[config.mk]
export PLATFORM = sky130hd
export DESIGN_NAME = spell_sram_bridge
export DESIGN_NICKNAME = d
export VERILOG_FILES = /design/src/rtl/spell_sram_bridge.sv
export SDC_FILE = /design/constraint.sdc
export NUM_CORES = 1
export LEC_CHECK = 0
export BUFFER_PORTS_ARGS = -buffer_cell sky130_fd_sc_hd__buf_2
export CORE_MARGIN = 8
export CORE_UTILIZATION = 45
export CTS_CLUSTER_SIZE = 24
export DETAILED_ROUTE_END_ITERATION = 8
export PLACE_DENSITY = 0.68
export SETUP_SLACK_MARGIN = 0.3
export SYNTH_ARGS = -nofsm -noshare
export SYNTH_HDL_FRONTEND = slang
export SYNTH_SLANG_ARGS = --single-unit
[constraint.sdc]
create_clock -name clock -period 5.81 [get_ports clock]
set_input_delay 0 -clock clock [delete_from_list [all_inputs] [get_ports clock]]
set_output_delay 0 -clock clock [all_outputs]
set_load 0.005 [all_outputs]
[src/rtl/spell_sram_bridge.sv]
// Adapts single-byte code/data requests to 32-bit wishbone word cycles, with a
// one-entry write-through word cache and an ack timeout.
module spell_sram_bridge #(
  parameter logic [7:0]  BASE_WORD = 8'h00,
  parameter int unsigned TIMEOUT   = 255
) (
  input  logic        clock,
  input  logic        reset,
  input  logic        enable,
  input  logic        invalidate,
  input  logic        req_valid,
  input  logic        req_write,
  input  logic        req_space,
  input  logic [7:0]  req_addr,
  input  logic [7:0]  req_wdata,
  output logic        ready,
  output logic [7:0]  rdata,
  output logic        err,
  output logic        wb_cyc_o,
  output logic        wb_stb_o,
  output logic        wb_we_o,
  output logic [3:0]  wb_sel_o,
  output logic [7:0]  wb_addr_o,
  output logic [31:0] wb_dat_o,
  input  logic        wb_ack_i,
  input  logic [31:0] wb_dat_i,
  output logic [1:0]  state_o
);

  // Handshake: req_* fields are held stable with req_valid until the one-cycle
  // ready pulse; a new request is accepted only once req_valid has been seen low.
  typedef enum logic [1:0] {
    S_IDLE = 2'd0,
    S_BUS  = 2'd1,
    S_DONE = 2'd2
  } state_t;

  localparam logic [7:0] TIMEOUT_CNT = 8'(TIMEOUT);

  state_t      state_q, state_d;
  logic        cyc_q, cyc_d;
  logic        we_q, we_d;
  logic [3:0]  sel_q, sel_d;
  logic [7:0]  addr_q, addr_d;
  logic [31:0] dat_q, dat_d;
  logic [1:0]  lane_q, lane_d;
  logic [7:0]  cnt_q, cnt_d;
  logic        ready_q, ready_d;
  logic        err_q, err_d;
  logic [7:0]  rdata_q, rdata_d;
  logic        armed_q, armed_d;
  logic        cache_valid_q, cache_valid_d;
  logic [7:0]  cache_tag_q, cache_tag_d;
  logic [31:0] cache_data_q, cache_data_d;
  logic [7:0]  req_word;

  assign req_word = BASE_WORD + {1'b0, req_space, req_addr[7:2]};

  always_ff @(posedge clock) begin
    if (reset) begin
      state_q       <= S_IDLE;
      cyc_q         <= 1'b0;
      we_q          <= 1'b0;
      sel_q         <= 4'h0;
      addr_q        <= 8'h00;
      dat_q         <= 32'h0;
      lane_q        <= 2'd0;
      cnt_q         <= 8'h00;
      ready_q       <= 1'b0;
      err_q         <= 1'b0;
      rdata_q       <= 8'h00;
      armed_q       <= 1'b1;
      cache_valid_q <= 1'b0;
      cache_tag_q   <= 8'h00;
      cache_data_q  <= 32'h0;
    end else begin
      state_q       <= state_d;
      cyc_q         <= cyc_d;
      we_q          <= we_d;
      sel_q         <= sel_d;
      addr_q        <= addr_d;
      dat_q         <= dat_d;
      lane_q        <= lane_d;
      cnt_q         <= cnt_d;
      ready_q       <= ready_d;
      err_q         <= err_d;
      rdata_q       <= rdata_d;
      armed_q       <= armed_d;
      cache_valid_q <= cache_valid_d;
      cache_tag_q   <= cache_tag_d;
      cache_data_q  <= cache_data_d;
    end
  end

  always_comb begin
    state_d       = state_q;
    cyc_d         = cyc_q;
    we_d          = we_q;
    sel_d         = sel_q;
    addr_d        = addr_q;
    dat_d         = dat_q;
    lane_d        = lane_q;
    cnt_d         = cnt_q;
    ready_d       = 1'b0;
    err_d         = 1'b0;
    rdata_d       = rdata_q;
    armed_d       = armed_q | ~req_valid;
    cache_valid_d = cache_valid_q;
    cache_tag_d   = cache_tag_q;
    cache_data_d  = cache_data_q;

    case (state_q)
      S_IDLE: begin
        if (req_valid && armed_q) begin
          armed_d = 1'b0;
          if (!enable) begin
            ready_d = 1'b1;
            rdata_d = 8'h00;
            state_d = S_DONE;
          end else if (!req_write && cache_valid_q && (cache_tag_q == req_word)) begin
            ready_d = 1'b1;
            rdata_d = cache_data_q[{req_addr[1:0], 3'b000} +: 8];
            state_d = S_DONE;
          end else begin
            state_d = S_BUS;
            cyc_d   = 1'b1;
            we_d    = req_write;
            addr_d  = req_word;
            lane_d  = req_addr[1:0];
            cnt_d   = 8'h00;
            if (req_write) begin
              sel_d = 4'b0001 << req_addr[1:0];
              dat_d = {4{req_wdata}};
            end else begin
              sel_d = 4'hF;
            end
          end
        end
      end

      S_BUS: begin
        // Ack is checked first so a same-cycle ack beats the timeout.
        if (wb_ack_i) begin
          cyc_d   = 1'b0;
          ready_d = 1'b1;
          state_d = S_DONE;
          if (!we_q) begin
            rdata_d       = wb_dat_i[{lane_q, 3'b000} +: 8];
            cache_valid_d = 1'b1;
            cache_tag_d   = addr_q;
            cache_data_d  = wb_dat_i;
          end else if (cache_tag_q == addr_q) begin
            cache_data_d[{lane_q, 3'b000} +: 8] = dat_q[7:0];
          end
        end else if (cnt_q == TIMEOUT_CNT) begin
          cyc_d   = 1'b0;
          ready_d = 1'b1;
          err_d   = 1'b1;
          rdata_d = 8'hFF;
          state_d = S_DONE;
        end else begin
          cnt_d = cnt_q + 8'd1;
        end
      end

      S_DONE: state_d = S_IDLE;

      default: state_d = S_IDLE;
    endcase

    // Invalidation overrides a fill landing in the same cycle.
    if (invalidate || !enable) cache_valid_d = 1'b0;
  end

  assign ready     = ready_q;
  assign err       = err_q;
  assign rdata     = rdata_q;
  assign wb_cyc_o  = cyc_q;
  assign wb_stb_o  = cyc_q;
  assign wb_we_o   = we_q;
  assign wb_sel_o  = sel_q;
  assign wb_addr_o = addr_q;
  assign wb_dat_o  = dat_q;
  assign state_o   = state_q;

endmodule

; ---- Word level (Yosys, flattened, before mapping)
; Index checks and enable logic that the tools add are counted.
[op_classes]
add_sub_neg = 2
eq_ne = 13
shift = 5
mux = 37
bitwise_logic = 5
n_reduce_logical = 18
[op_table]
columns = op, count
row1 = two-way mux 8 bit, 11
row2 = two-way mux 32 bit, 2
row3 = variable part select 32 x 6 -> 8 bit, 2
row4 = bitwise mux 32 bit, 1
row5 = case mux 8 bit (2 select lines), 2
row6 = variable shift 8 x 7 -> 32 bit (first input constant), 1
row7 = variable part select 8 x 7 -> 32 bit, 1
row8 = AND reduction 5 bit, 3
row9 = == test 7 bit, 2
row10 = two-way mux 1 bit, 12
row11 = two-way mux 2 bit, 5
row12 = != test 2 bit (second input constant), 5
row13 = != test 3 bit (second input constant), 3
row14 = adder 8 x 1 -> 8 bit (second input constant), 1
row15 = == test 8 bit (second input constant), 1
row16 = negator 5 -> 7 bit, 1
row17 = AND reduction 3 bit, 2
row18 = AND reduction 6 bit, 1
row19 = two-way mux 4 bit, 1
row20 = inverter 1 bit, 4
row21 = case mux 1 bit (2 select lines), 2
row22 = case mux 2 bit (2 select lines), 1
row23 = AND reduction 4 bit, 1
row24 = left shift 1 x 2 -> 4 bit (first input constant), 1
row25 = 11 further kinds, 14
[totals]
ff_bits = 108
inputBits = 56

; ---- Logic depth before layout (Yosys ltp)
[logic_depth]
word_depth = 7
mapped_depth = 10

; ---- Worst setup path before layout
; No wires, ideal clock.
[synth_path]
path_kind = register -> register
startpoint = reg lane_q[1]
endpoint = reg cache_data_q[16]
setup_time_ns = 0.074
t_arrival_ns = 2.185
required_ns = 5.736
slack_ns = 3.551
path_stages_with_launch = 11
path_buffers = 3
cell_sequence = dfxtp_1 buf_4 buf_2 inv_1 ha_1 buf_2 nand2b_1 nor3_2 a22o_1 nand4_1 a31oi_1
[synth_via]
elab_chain_cells = 5
[synth_lines]
columns = item, line
row1 = from (decl), 46  ; logic [1:0] lane_q, lane_d;
row2 = from (signal assigned), 83  ; lane_q <= lane_d;
row3 = negator 5 -> 7 bit *, 153  ; cache_data_d[{lane_q, 3'b000} +: 8] = dat_q[7:0];
row4 = variable part select 8 x 7 -> 32 bit or variable shift 8 x 7 -> 32 bit (tied branches), 153
row5 = bitwise mux 32 bit *, 153
row6 = two-way mux 32 bit *, 152  ; end else if (cache_tag_q == addr_q) begin
row7 = two-way mux 32 bit *, 147  ; if (!we_q) begin
row8 = to (signal assigned), 91  ; cache_data_q <= cache_data_d;
row9 = to (decl), 54  ; logic [31:0] cache_data_q, cache_data_d;
; Mark *: on every way between the ends. The rest lies on a longest branch, timed or not. The select of a mux whose other input is x is not followed.
; A chain may end at the register's enable or synchronous reset.

; ---- Final worst setup path
[layout_path]
startpoint = reg lane_q[1]
endpoint = reg cache_data_q[18]
; The elaborated chain is that of the path after synthesis.

==> metrics.md <==
| Metric | Value |
|---|---|
| Status | `completed` |
| Warnings from Yosys | `0` |
| DRT Pass-1 Iters | `6` |
| Vias in the first global route | `4944` |
| Htree depth | `3` |
| VDD IR max | `0.147 mV` |
| Multi-input gate area | `between 2000 and 3000 um^2` |
| Initial core utilization | `approximately 46%` |
| Largest net degree at the start of global routing | `85` |
| Congestion Overflow GR | `0` |
| Ys flop type | `dfxtp_1` |
| # IOs | `about 120` |
| Syn Nets | `about 630` |
| Final wirelength | `16.5 mm` |
| Most common cell after layout, fill and taps aside | `buf_2` |
| Sequential area share after synthesis | `33.1%` |
| Via count | `between 5000 and 6000` |
| NumNets Final | `a little over 700` |
| Max Buffers Root-to-Sink | `2` |
| Initial DRC count | `roughly 660` |
| Fin cells | `~790` |
| Leakage | `2.28 nW` |
| FP Rows | `38` |
| Final setup vio count | `0` |
| Slew margin rel. | `between 20% and 30%` |
| Area grow syn2layout | `18.3%` |
| HPWL Detailed | `11.1 mm` |
| Critical Path Sink Type | `flip-flop` |
| Post-Place Cells | `around 760` |
| GR Util All Layers | `22.3%` |
| Crit path DAT | `3.41 ns` |
| TritonCTS clock tree | `done` |
| Async set-reset flop share out of synthesis | `0%` |
| ANT cells | `0` |
| Core area | `10900 um^2` |
| Post-Syn Area | `5070 um^2` |
| Max_cap viols | `0` |
| Die Y-Extent | `approximately 120 um` |
| Die Wd | `~120 um` |
| Synth Register Bits | `84` |
| CP Data Required Time | `6.08 ns` |
| FF+latch area | `roughly 1700 um^2` |
| Worst-skew pair later-pin latency | `around 0.35 ns` |
| PortBufs | `113` |
| Post-CTS sizing | `0` |
| Clk_skew | `around 0.0097 ns` |
| Clock Sinks | `84` |
| Die area | `14900 um^2` |
| Count of final hold-check violations | `0` |
| Pwr dens | `around 260 nW/um^2` |
| Fill count | `approximately 1000` |
| Worst slack at placement | `between 2 and 3 ns` |
| DRC | `0` |
| Mean Syn Cell Area | `8.87 um^2` |
| Fin crit share | `a little over half` |
| GP Congestion | `0.842` |
| CTS root buffer | `clkbuf_16` |
| Wl on met1 | `roughly 6.7 mm` |
| Initial antenna violation count | `0` |
| Most frequent cells in the layout | `buf_2 (113), dfxtp_1 (84), nand2_1 (47)` |
| Share of cells above drive strength 1 | `between 20 and 30%` |
| Cells after synthesis | `572` |
| Hold Crit Class | `primary input to flip-flop` |
| TNS Setup | `0 ns` |
| F_max | `between 0.3 and 0.4 GHz` |
| Slew Limit Fails | `0` |
| Yosys cell types | `53` |
| Startpoint Class | `flip-flop` |
| Vias per Instance | `6.36` |
| Highest routed layer | `met4` |
| Post-synth EDFFs | `0` |
| Wire length per cell | `a little over 20 um` |
| WS Path Type | `flip-flop to flip-flop` |
| Post-DRT Antenna Nets | `0` |
| Met3 Routed Length | `around 1.6 mm` |
| Inserted Clock Buffers | `9` |
| Clock Pin Slew Worst Setup and Hold Paths | `0.07 ns` |
| Final min period | `between 3 and 4 ns` |
| Met2 Wirelength | `roughly 7.6 mm` |
| Worst-margin pin slew | `~1.1 ns` |
| RSZ-0062 raised after global routing | `false` |
| First-pass GRT wire length | `about 26 mm` |
| Final WS setup | `~2.7 ns` |
| Crit-path max FO | `20` |
synthesized netlist by cell type (11+ instances only):
master    count  area (um^2)
buf_2        11         55.1
nor2_1       31          116
buf_4        27          203
o21ai_0      12         60.1
nand2_1      47          176
a21oi_1      14         70.1
a22o_1       24          210
nand4_1      34          213
inv_1        22         82.6
mux2i_1      35          350
nand3_1      12         60.1
a22oi_1      32          240
dfxtp_1      84         1680
a31oi_1      32          200
a221oi_1     16          140
clkbuf_1     28          105
sequential cells by signal, summed over array words and instances, names as in the netlist:
signal         cells
wb_addr_o          7
rdata              8
state_o            2
wb_we_o            1
cache_valid_q      1
wb_dat_o           8
wb_cyc_o           1
lane_q             2
err                1
wb_sel_o           4
cache_data_q      32
cnt_q              8
ready              1
cache_tag_q        7
armed_q            1
report_power, final:
part           internal, mW  switching, mW
Sequential            0.597         0.0263
Clock                 0.467          0.239
Combinational        0.0999          0.143
layer usage:
layer / global-route usage, % / vias up
met3: 5.32 / 50
met5: 0 / -
li1: - / 2286
met4: 11.3 / 0
met2: 33.8 / 339
met1: 28.9 / 2371
path summary, 6_finish.rpt:
| path | from | to | slack (ns) | cells after the start |
|---|---|---|---|---|
| max reg2reg | lane_q[1]$_SDFFE_PP0P_ | cache_data_q[18]$_SDFFE_PP0P_ | 2.68 | 7 |
| max | lane_q[1]$_SDFFE_PP0P_ | cache_data_q[18]$_SDFFE_PP0P_ | 2.68 | 7 |
| min reg2reg | rdata[5]$_SDFFE_PP0P_ | rdata[5]$_SDFFE_PP0P_ | 0.46 | 2 |
| min | wb_dat_i[16] | cache_data_q[16]$_SDFFE_PP0P_ | 0.006 | 3 |
timing repair:
action	CTS	global route
buffers inserted	0	0
hold buffers	20	0
endpoints found under the hold margin	22	0
endpoints found under the setup margin	0	0
metrics by stage:
stage / utilization (%) / cell area, um^2 / hold WS, ns / power [mW]
floorplan: - / 5070 / 0.0771 / 0.787
global placement: 49.7 / 5430 / 0.185 / 0.859
detailed placement: 49.7 / 5430 / 0.186 / 0.863
CTS: 54.9 / 6000 / 0.000863 / 1.57
global route: 54.9 / 6000 / 0.00882 / 1.62
finish: 54.9 / 6000 / 0.00623 / 1.57
final cells by class:
type                       instances  share of cell area, %
multi-input combinational        392                   48.1
clock inverter                     3                   1.50
timing repair buffer             138                   13.4
sequential                        84                   28.0
clock buffer                      13                   4.67
inverter                          23                   1.44
tap                              140                   2.92
logic make-up after synthesis:
group	synth area share, %
other cells	0.0739
flops	33.1
compound gates	25.1
buf+inv	9.98
fa+ha+maj	1.23
xor+xnor	2.42
mux	10.5
simple gates	17.6
critical path: stages (launching register included):
cell and delay (ns):
dfxtp_1 1.08, inv_1 0.17, ha_1 0.36, nand2b_1 0.29, nor3_2 0.61, a22o_1 0.22
nand4_1 0.12, a31oi_1 0.20
(Power assumes the default switching activity.)
